File: config.mk
export PLATFORM = sky130hd
export DESIGN_NAME = qbus_rr_arbiter
export DESIGN_NICKNAME = d
export VERILOG_FILES = /design/src/rtl/qbus_rr_arbiter.sv
export SDC_FILE = /design/constraint.sdc
export NUM_CORES = 1
export LEC_CHECK = 0
export BUFFER_PORTS_ARGS = -buffer_cell sky130_fd_sc_hd__buf_2
export CAP_MARGIN = 20
export CORE_AREA = 2 2 96 98
export CTS_BUF_LIST = sky130_fd_sc_hd__clkbuf_2
export DETAILED_ROUTE_END_ITERATION = 10
export DIE_AREA = 0 0 98 100
export PLACE_DENSITY = 0.74
export SYNTH_ARGS = -nofsm -noshare
export SYNTH_HDL_FRONTEND = slang
export SYNTH_SLANG_ARGS = --single-unit
File: constraint.sdc
create_clock -name clk -period 2.55 [get_ports clk]
set_clock_uncertainty 0.2 [all_clocks]
set_input_delay 0.1275 -clock clk [delete_from_list [all_inputs] [get_ports clk]]
set_output_delay 0.1275 -clock clk [all_outputs]
set_load 0.1 [all_outputs]
File: src/rtl/qbus_rr_arbiter.sv
// Round-robin arbiter sharing the q_m memory bus between instruction, data and DMA masters.
// One transaction at a time; a watchdog force-completes stalled accesses and logs the fault.
module qbus_rr_arbiter #(
  parameter int unsigned TIMEOUT_CYCLES = 1024,
  parameter int unsigned TO_W           = 10
) (
  input  logic        clk,
  input  logic        reset_n,
  input  logic        m0_access,
  input  logic [18:0] m0_addr,
  input  logic        m0_wr_en,
  input  logic [15:0] m0_wdata,
  input  logic [1:0]  m0_bytesel,
  output logic        m0_ack,
  output logic [15:0] m0_rdata,
  input  logic        m1_access,
  input  logic [18:0] m1_addr,
  input  logic        m1_wr_en,
  input  logic [15:0] m1_wdata,
  input  logic [1:0]  m1_bytesel,
  output logic        m1_ack,
  output logic [15:0] m1_rdata,
  input  logic        m2_access,
  input  logic [18:0] m2_addr,
  input  logic        m2_wr_en,
  input  logic [15:0] m2_wdata,
  input  logic [1:0]  m2_bytesel,
  output logic        m2_ack,
  output logic [15:0] m2_rdata,
  output logic        q_m_access,
  output logic [18:0] q_m_addr,
  output logic        q_m_wr_en,
  output logic [15:0] q_m_data_out,
  output logic [1:0]  q_m_bytesel,
  input  logic [15:0] q_m_data_in,
  input  logic        q_m_ack,
  output logic        timeout_flag,
  output logic [1:0]  timeout_master,
  output logic [18:0] timeout_addr,
  input  logic        timeout_clr
);

  localparam int unsigned DW = 16;
  localparam logic [TO_W-1:0] TO_LAST = TO_W'(TIMEOUT_CYCLES - 1);

  typedef enum logic [1:0] {
    ST_IDLE = 2'd0,
    ST_BUSY = 2'd1,
    ST_DONE = 2'd2
  } state_t;

  state_t          state_q, state_d;
  logic [1:0]      grant_q;
  logic [1:0]      last_q;
  logic [TO_W-1:0] to_cnt_q;

  logic [2:0]      req;
  logic [1:0]      ord0, ord1, ord2;
  logic            pick_valid;
  logic [1:0]      pick;
  logic            busy, ack_ok, to_hit, txn_end;
  logic [DW-1:0]   resp_data;

  assign req = {m2_access, m1_access, m0_access};

  // Search order starts just after the most recently served master.
  always_comb begin
    ord0 = 2'd0;
    ord1 = 2'd1;
    ord2 = 2'd2;
    case (last_q)
      2'd0:    begin ord0 = 2'd1; ord1 = 2'd2; ord2 = 2'd0; end
      2'd1:    begin ord0 = 2'd2; ord1 = 2'd0; ord2 = 2'd1; end
      default: begin ord0 = 2'd0; ord1 = 2'd1; ord2 = 2'd2; end
    endcase
    pick_valid = 1'b0;
    pick       = ord0;
    if (req[ord0]) begin
      pick_valid = 1'b1;
      pick       = ord0;
    end else if (req[ord1]) begin
      pick_valid = 1'b1;
      pick       = ord1;
    end else if (req[ord2]) begin
      pick_valid = 1'b1;
      pick       = ord2;
    end
  end

  // A slave ack on the watchdog cycle takes precedence over the forced completion.
  assign busy      = (state_q == ST_BUSY);
  assign ack_ok    = busy & q_m_ack;
  assign to_hit    = busy & ~q_m_ack & (to_cnt_q == TO_LAST);
  assign txn_end   = ack_ok | to_hit;
  assign resp_data = ack_ok ? q_m_data_in : 16'hFFFF;

  assign m0_ack   = txn_end & (grant_q == 2'd0);
  assign m1_ack   = txn_end & (grant_q == 2'd1);
  assign m2_ack   = txn_end & (grant_q == 2'd2);
  assign m0_rdata = m0_ack ? resp_data : '0;
  assign m1_rdata = m1_ack ? resp_data : '0;
  assign m2_rdata = m2_ack ? resp_data : '0;

  // Shared bus payload follows the grant only while a transaction is in flight.
  always_comb begin
    q_m_addr     = '0;
    q_m_wr_en    = 1'b0;
    q_m_data_out = '0;
    q_m_bytesel  = '0;
    if (busy) begin
      case (grant_q)
        2'd0: begin
          q_m_addr     = m0_addr;
          q_m_wr_en    = m0_wr_en;
          q_m_data_out = m0_wdata;
          q_m_bytesel  = m0_bytesel;
        end
        2'd1: begin
          q_m_addr     = m1_addr;
          q_m_wr_en    = m1_wr_en;
          q_m_data_out = m1_wdata;
          q_m_bytesel  = m1_bytesel;
        end
        2'd2: begin
          q_m_addr     = m2_addr;
          q_m_wr_en    = m2_wr_en;
          q_m_data_out = m2_wdata;
          q_m_bytesel  = m2_bytesel;
        end
        default: begin
          q_m_addr     = '0;
          q_m_wr_en    = 1'b0;
          q_m_data_out = '0;
          q_m_bytesel  = '0;
        end
      endcase
    end
  end

  always_ff @(posedge clk or negedge reset_n) begin
    if (!reset_n) begin
      state_q <= ST_IDLE;
    end else begin
      state_q <= state_d;
    end
  end

  always_comb begin
    state_d = state_q;
    case (state_q)
      ST_IDLE: if (pick_valid) state_d = ST_BUSY;
      ST_BUSY: if (txn_end)    state_d = ST_DONE;
      ST_DONE: state_d = ST_IDLE;
      default: state_d = ST_IDLE;
    endcase
  end

  // Grant, fairness pointer, watchdog counter and fault log.
  always_ff @(posedge clk or negedge reset_n) begin
    if (!reset_n) begin
      q_m_access     <= 1'b0;
      grant_q        <= 2'd0;
      last_q         <= 2'd2;
      to_cnt_q       <= '0;
      timeout_flag   <= 1'b0;
      timeout_master <= 2'd0;
      timeout_addr   <= '0;
    end else begin
      q_m_access <= (state_d == ST_BUSY);
      if ((state_q == ST_IDLE) && pick_valid) begin
        grant_q  <= pick;
        to_cnt_q <= '0;
      end else if (busy && (to_cnt_q != '1)) begin
        to_cnt_q <= to_cnt_q + TO_W'(1);
      end
      if (txn_end) begin
        last_q <= grant_q;
      end
      if (to_hit) begin
        timeout_flag   <= 1'b1;
        timeout_master <= grant_q;
        timeout_addr   <= q_m_addr;
      end else if (timeout_clr) begin
        timeout_flag <= 1'b0;
      end
    end
  end

endmodule

Word-level counts from Yosys, hierarchy flattened
Index checks and enable logic that the tools add are counted.

$lt $le $gt $ge: 3. Add/sub/neg operators: 1. Equality and inequality tests: 7. Bitwise gates (word level): 8. Shifts and indexed selects: 0. Reduce and logical (&&, ||, !) cells: 7. Muxes and demuxes: 34. Divide/modulo/power cells: 0. $mul: 0.

Operator list (number): $mux W16 (5); $pmux W19 S3 (1); $pmux W16 S3 (1); $mux W10 (2); $mux W19 (1); $pmux W2 S2 (4); $mux W2 (6); $add A10 B1 Y10 const B (1); $eq A10 B10 Y1 const B (1); $ne A10 B10 Y1 const B (1); $lt A2 B3 Y1 const B (3); $mux W1 (9); $eq A2 B1 Y1 const B (4); $and A1 B1 Y1 (6); $bmux W1 S2 (3); $logic_not A2 Y1 (3); $pmux W2 S3 (1); $reduce_bool A2 Y1 (2); $pmux W1 S3 (1); $eq A2 B2 Y1 const B (1); $logic_and A1 B1 Y1 (2); $not A1 Y1 (1); $or A1 B1 Y1 (1).

Latch bits: 0. Memories: 0. Register bits after elaboration: 39. Memory bits (read-only): 0. Bits in writable memories: 0. Word-level logic and storage cells: 68. Input bits: 137.

Depth between registers and ports, before layout
Depth after elaboration: 10. Gate-level depth with buffers: 7.

Least setup slack after synthesis
OpenSTA, ideal clock, no wires.

Path kind: register to output. Start: reg to_cnt_q[0]. End: out m1_rdata[10]. Buffers on the path: 1. Cell stages (with the launch flop): 7. Arrival time: 2674 ps. Required time: 2223 ps. Path slack: -452 ps. Path through: dfrtp_1 ha_1 inv_1 o31ai_2 nand3_1 clkbuf_1 nor2_1.

Cells in the longest elaborated chain, start to end: 5.

RTL lines: start: declaration (RTL line 55) `logic [TO_W-1:0] to_cnt_q;`; start signal: assignment (RTL line 174) `to_cnt_q <= to_cnt_q + TO_W'(1);`; $eq A10 B10 Y1 (RTL line 93) `assign to_hit = busy & ~q_m_ack & (to_cnt_q == TO_LAST);`; $and A1 B1 Y1 (RTL line 93); $or A1 B1 Y1 (RTL line 94) `assign txn_end = ack_ok | to_hit;`; $and A1 B1 Y1 (RTL line 98) `assign m1_ack = txn_end & (grant_q == 2'd1);`; $mux W16 (RTL line 101) `assign m1_rdata = m1_ack ? resp_data : '0;`; end: declaration (RTL line 22) `output logic [15:0] m1_rdata,`.

Every way passes these cells.

Final worst setup path
Start: reg to_cnt_q[9]. End: out m0_rdata[4].

Cells in the longest elaborated chain, start to end: 5.

RTL lines: $eq A10 B10 Y1 (RTL line 93); $and A1 B1 Y1 (RTL line 93); $or A1 B1 Y1 (RTL line 94); $and A1 B1 Y1 (RTL line 97) `assign m0_ack = txn_end & (grant_q == 2'd0);`; $mux W16 (RTL line 100) `assign m0_rdata = m0_ack ? resp_data : '0;`; end: declaration (RTL line 15) `output logic [15:0] m0_rdata,`.

Every way passes these cells.

==> impl_summary.log <==
INFO  metric cts_htree_levels = 2
INFO  metric clock_power_share = between 4 and 5%
INFO  metric placement.io_buffers = 248
INFO  metric track_usage = between 20% and 30%
INFO  metric clock_insertion_delay_worst_skew = 0.39 ns
INFO  metric cpPeakStageDelay = 0.47 ns
INFO  metric critPathSlowestCell = dfrtp_2
INFO  metric avgSynthCellArea = 7.42 um^2
INFO  metric switching_power_as_a_share_of_total_power = 62.2%
INFO  metric synth_net_count = 554
INFO  metric power.internal = between 3 and 4 mW
INFO  metric cp_data_arrival_time = about 2.1 ns
INFO  metric initial_utilization = roughly a third
INFO  metric cts_made_buffers = 5
INFO  metric setup.reg_to_reg.worst_slack = approximately 0.20 ns
INFO  metric place.gp.congestion = 0.935
INFO  metric final-max-slew-violation-count = 0
INFO  metric setup_viol_count_final = 0
INFO  metric core_area = 0.00889 mm^2
INFO  metric crit_chain = nand4_4 > o31ai_4 > nand2_4 > buf_4 > nor2_1 > buf_12
INFO  metric post-route-cell-area = ~0.0065 mm^2
INFO  metric globalRoute.totalOverflow = 0
INFO  metric fmax = around 400 MHz
INFO  metric critPathCaptureType = output pin
INFO  metric route.antenna.remaining_nets = 0
INFO  metric fp-row-count = 35
INFO  metric run_status = completed
INFO  metric rsz0062_at_grt = true
INFO  metric drt_wl_total = 14.1 mm
INFO  metric post_detailed_route_via_to_cell_ratio = between 5 and 6
INFO  metric power.sequential.fraction = a little under a tenth
INFO  metric r2r.worst_path.cells = 6
INFO  metric hold_viol_final = 0
INFO  metric floorplan.die.height = 100 um
INFO  metric layout-drive-gt1-share = ~58%
INFO  metric hpwl = slightly above 10 mm
INFO  metric ioPinCount = ~250
INFO  metric drt-pass1-iter-count = 4
INFO  metric synth.yosys.warnings = 0
INFO  metric largest_net_degree_at_the_start_of_global_routing = 42
INFO  metric power.density = around 1300 mW/mm^2
INFO  metric critical_path_depth = 6
INFO  metric share_of_synthesized_flip_flops_with_an_asynchronous_set_or_reset = between 90% and 100%
INFO  metric floorplan.die_area = 0.00980 mm^2
INFO  metric hold_class = in2reg
INFO  metric die-width = a little under 100 um
INFO  metric post_route_fraction_of_the_period_consumed_by_the_critical_path = 96.7%
INFO  metric post-route-min-period = ~2.5 ns
INFO  metric cts.root.buffer_cell = clkbuf_2
INFO  metric critical_path.n_buffers_inverters = 2
INFO  metric hold_start = m0_addr[18]
INFO  metric antenna-diode-count = 0
INFO  metric path_clk_slew = about 0.21 ns
INFO  metric synthesis.area = about 0.0031 mm^2
INFO  metric drc_errors = 0
INFO  metric net_sw_power = roughly 5.4 mW
INFO  metric worst-setup-path-type = reg2out
INFO  metric final_core_util = about 73%
INFO  metric cp.required = around 2.2 ns
INFO  metric irDropWorstVdd = 0.895 mV
INFO  metric final_nets = about 830
INFO  metric synth.ff_latch_count = 39
INFO  metric via_count_of_the_first_global_routing_pass = about 4400
INFO  metric tightestPinTransition = about 0.9 ns
INFO  metric power.static_leakage = 3.05 nW
INFO  metric timing.rr.end = timeout_addr[12]
INFO  metric antenna_violations_before_repair = 0
INFO  metric synthFlopType = dfrtp_1
INFO  metric cts_tree = yes
INFO  metric place_area = approximately 0.0058 mm^2
INFO  metric synthesis.instances = between 400 and 500
INFO  metric power_frac_comb = 86.2%
INFO  metric wire_length_of_the_first_global_routing_pass = approximately 22 mm
INFO  metric whs_path_depth = 5
INFO  metric critical_path_peak_fanout = 10
INFO  metric yosysSeqAreaShare = around a third
INFO  metric synth-edff-count = 0
INFO  metric avgRoutedWirePerCell = 17.6 um
INFO  metric max-slew-margin-rel = around 42%
INFO  metric clock_path_buffers = 2
INFO  metric drv_cap = 0
INFO  metric start_kind = register
INFO  metric initialDrtViolationCount = 145
INFO  metric via_count = approximately 4200
INFO  metric synthDistinctLibCells = 42
INFO  metric cts_sinks = 39
INFO  metric worstReg2RegStart = grant_q[1]
INFO  metric area_growth_syn_to_layout = 109%
INFO  metric critical_path.top_delay_family = simple AND/OR/NAND/NOR gates
INFO  metric holdPathEnd = timeout_addr[18]
metal layers:
metal / vias to the layer above / share of wire, % / track usage, %
li1: 1955 / - / -
met1: 1940 / 33 / 26.4
met2: 251 / 52 / 51.2
met3: 50 / 11 / 9.89
met4: 0 / 4.4 / 13.6
met5: - / 0 / 0
timing repair:
item                                    4_1_cts  5_1_grt
setup buffers                                 2       11
gates resized for setup                      10       44
hold buffers                                 29        0
endpoints found under the setup margin       49       90
cloned                                        0        0
pin swaps                                     0        2
hold endpoints to repair                     66        0
registers in the layout, indices dropped and copies added (netlist names):
name            count
last_q              2
grant_q             2
timeout_master      2
timeout_addr       19
to_cnt_q           10
q_m_access          1
state_q             2
timeout_flag        1
worst max path at each step:
stage                         endpoint        start  slack [ns]
after global routing       m0_rdata[9]   state_q[0]       -0.10
after detailed placement  m0_rdata[15]  to_cnt_q[0]        0.19
after global placement    m0_rdata[15]  to_cnt_q[0]        0.30
after CTS                 m1_rdata[15]  to_cnt_q[0]      -0.003
after floorplan           m1_rdata[10]  to_cnt_q[0]       -0.45
final                      m0_rdata[4]  to_cnt_q[9]        0.08
cells in the final DEF (no fill, tap or decap), types with 2 or more instances in the layout:
cell / count
or3_1: 2
mux2i_1: 41
inv_1: 10
nor4_1: 2
dfrtp_1: 30
o21ai_0: 9
dlygate4sd3_1: 29
nand4_4: 2
nor3_1: 4
buf_4: 18
nor2b_2: 2
nand2_1: 36
nor2_1: 66
mux2_2: 2
o31ai_1: 2
buf_6: 3
buf_12: 90
nand2_4: 2
dfrtp_2: 8
buf_2: 160
o211ai_1: 2
clkbuf_2: 5
a21oi_1: 38
o31ai_2: 18
nor2_2: 77
nand3_1: 6
metrics by stage:
| stage | setup TNS [ns] | hold WS [ns] | setup slack [ns] | std cells | power (mW) |
|---|---|---|---|---|---|
| after global routing | -1.82 | 0.0242 | -0.104 | 803 | 9.03 |
| after floorplan | -14.01 | -0.368 | -0.452 | 416 | 5.60 |
| final | 0 | 0.0283 | 0.0840 | 803 | 8.71 |
| after CTS | -0.00351 | 0.000629 | -0.00257 | 792 | 8.55 |
| after detailed placement | 0 | 0.0967 | 0.191 | 753 | 8.05 |
| after global placement | 0 | 0.0822 | 0.298 | 753 | 7.94 |
power by group through the flow:
stage               registers, mW  clock network, mW  logic [mW]
finish                      0.822              0.376        7.52
global route                0.837              0.431        7.76
CTS                         0.826              0.395        7.33
detailed placement          0.848                  0        7.21
global placement            0.837                  0        7.10
floorplan                   0.954                  0        4.65
cell usage after synthesis (5+ instances only):
library cell  number  share of area (%)
a21oi_1           39                6.3
inv_1             10                1.2
dfrtp_1           38                 31
nand2_1           38                4.6
mux2i_1           41                 13
clkbuf_1          19                2.3
o31ai_2           19                7.7
nor2_1           144                 18
buf_2              7                1.1
o21ai_0            9                1.5
nor3_1             5               0.81
nand3_1            6               0.97
logic make-up after synthesis:
kind of cell             after synthesis  synth area share (%)
AND/OR/NAND/NOR                      211                  28.8
AO/OA/AOI/OAI                         78                  18.4
multiplexers                          43                  14.0
buffers and inverters                 42                  6.12
flip-flops                            39                  31.7
XOR/XNOR                               2                 0.568
adder cells (fa/ha/maj)                1                 0.405
worst min-delay path, stage by stage:
cell and delay [ns]:
buf_2 0.07, mux2i_1 0.06, nor2_1 0.08, a21oi_1 0.06, o31ai_1 0.19
final cells by class:
cell class	instances	area, um^2
clock buffers	5	25.0
clock inverters	3	43.8
fillers	597	2420
inverters	10	37.5
multi-input cells	335	2170
flip-flops and latches	39	987
well taps	111	139
repair buffers	300	3060
No activity file was read; power rests on OpenSTA's default activity.
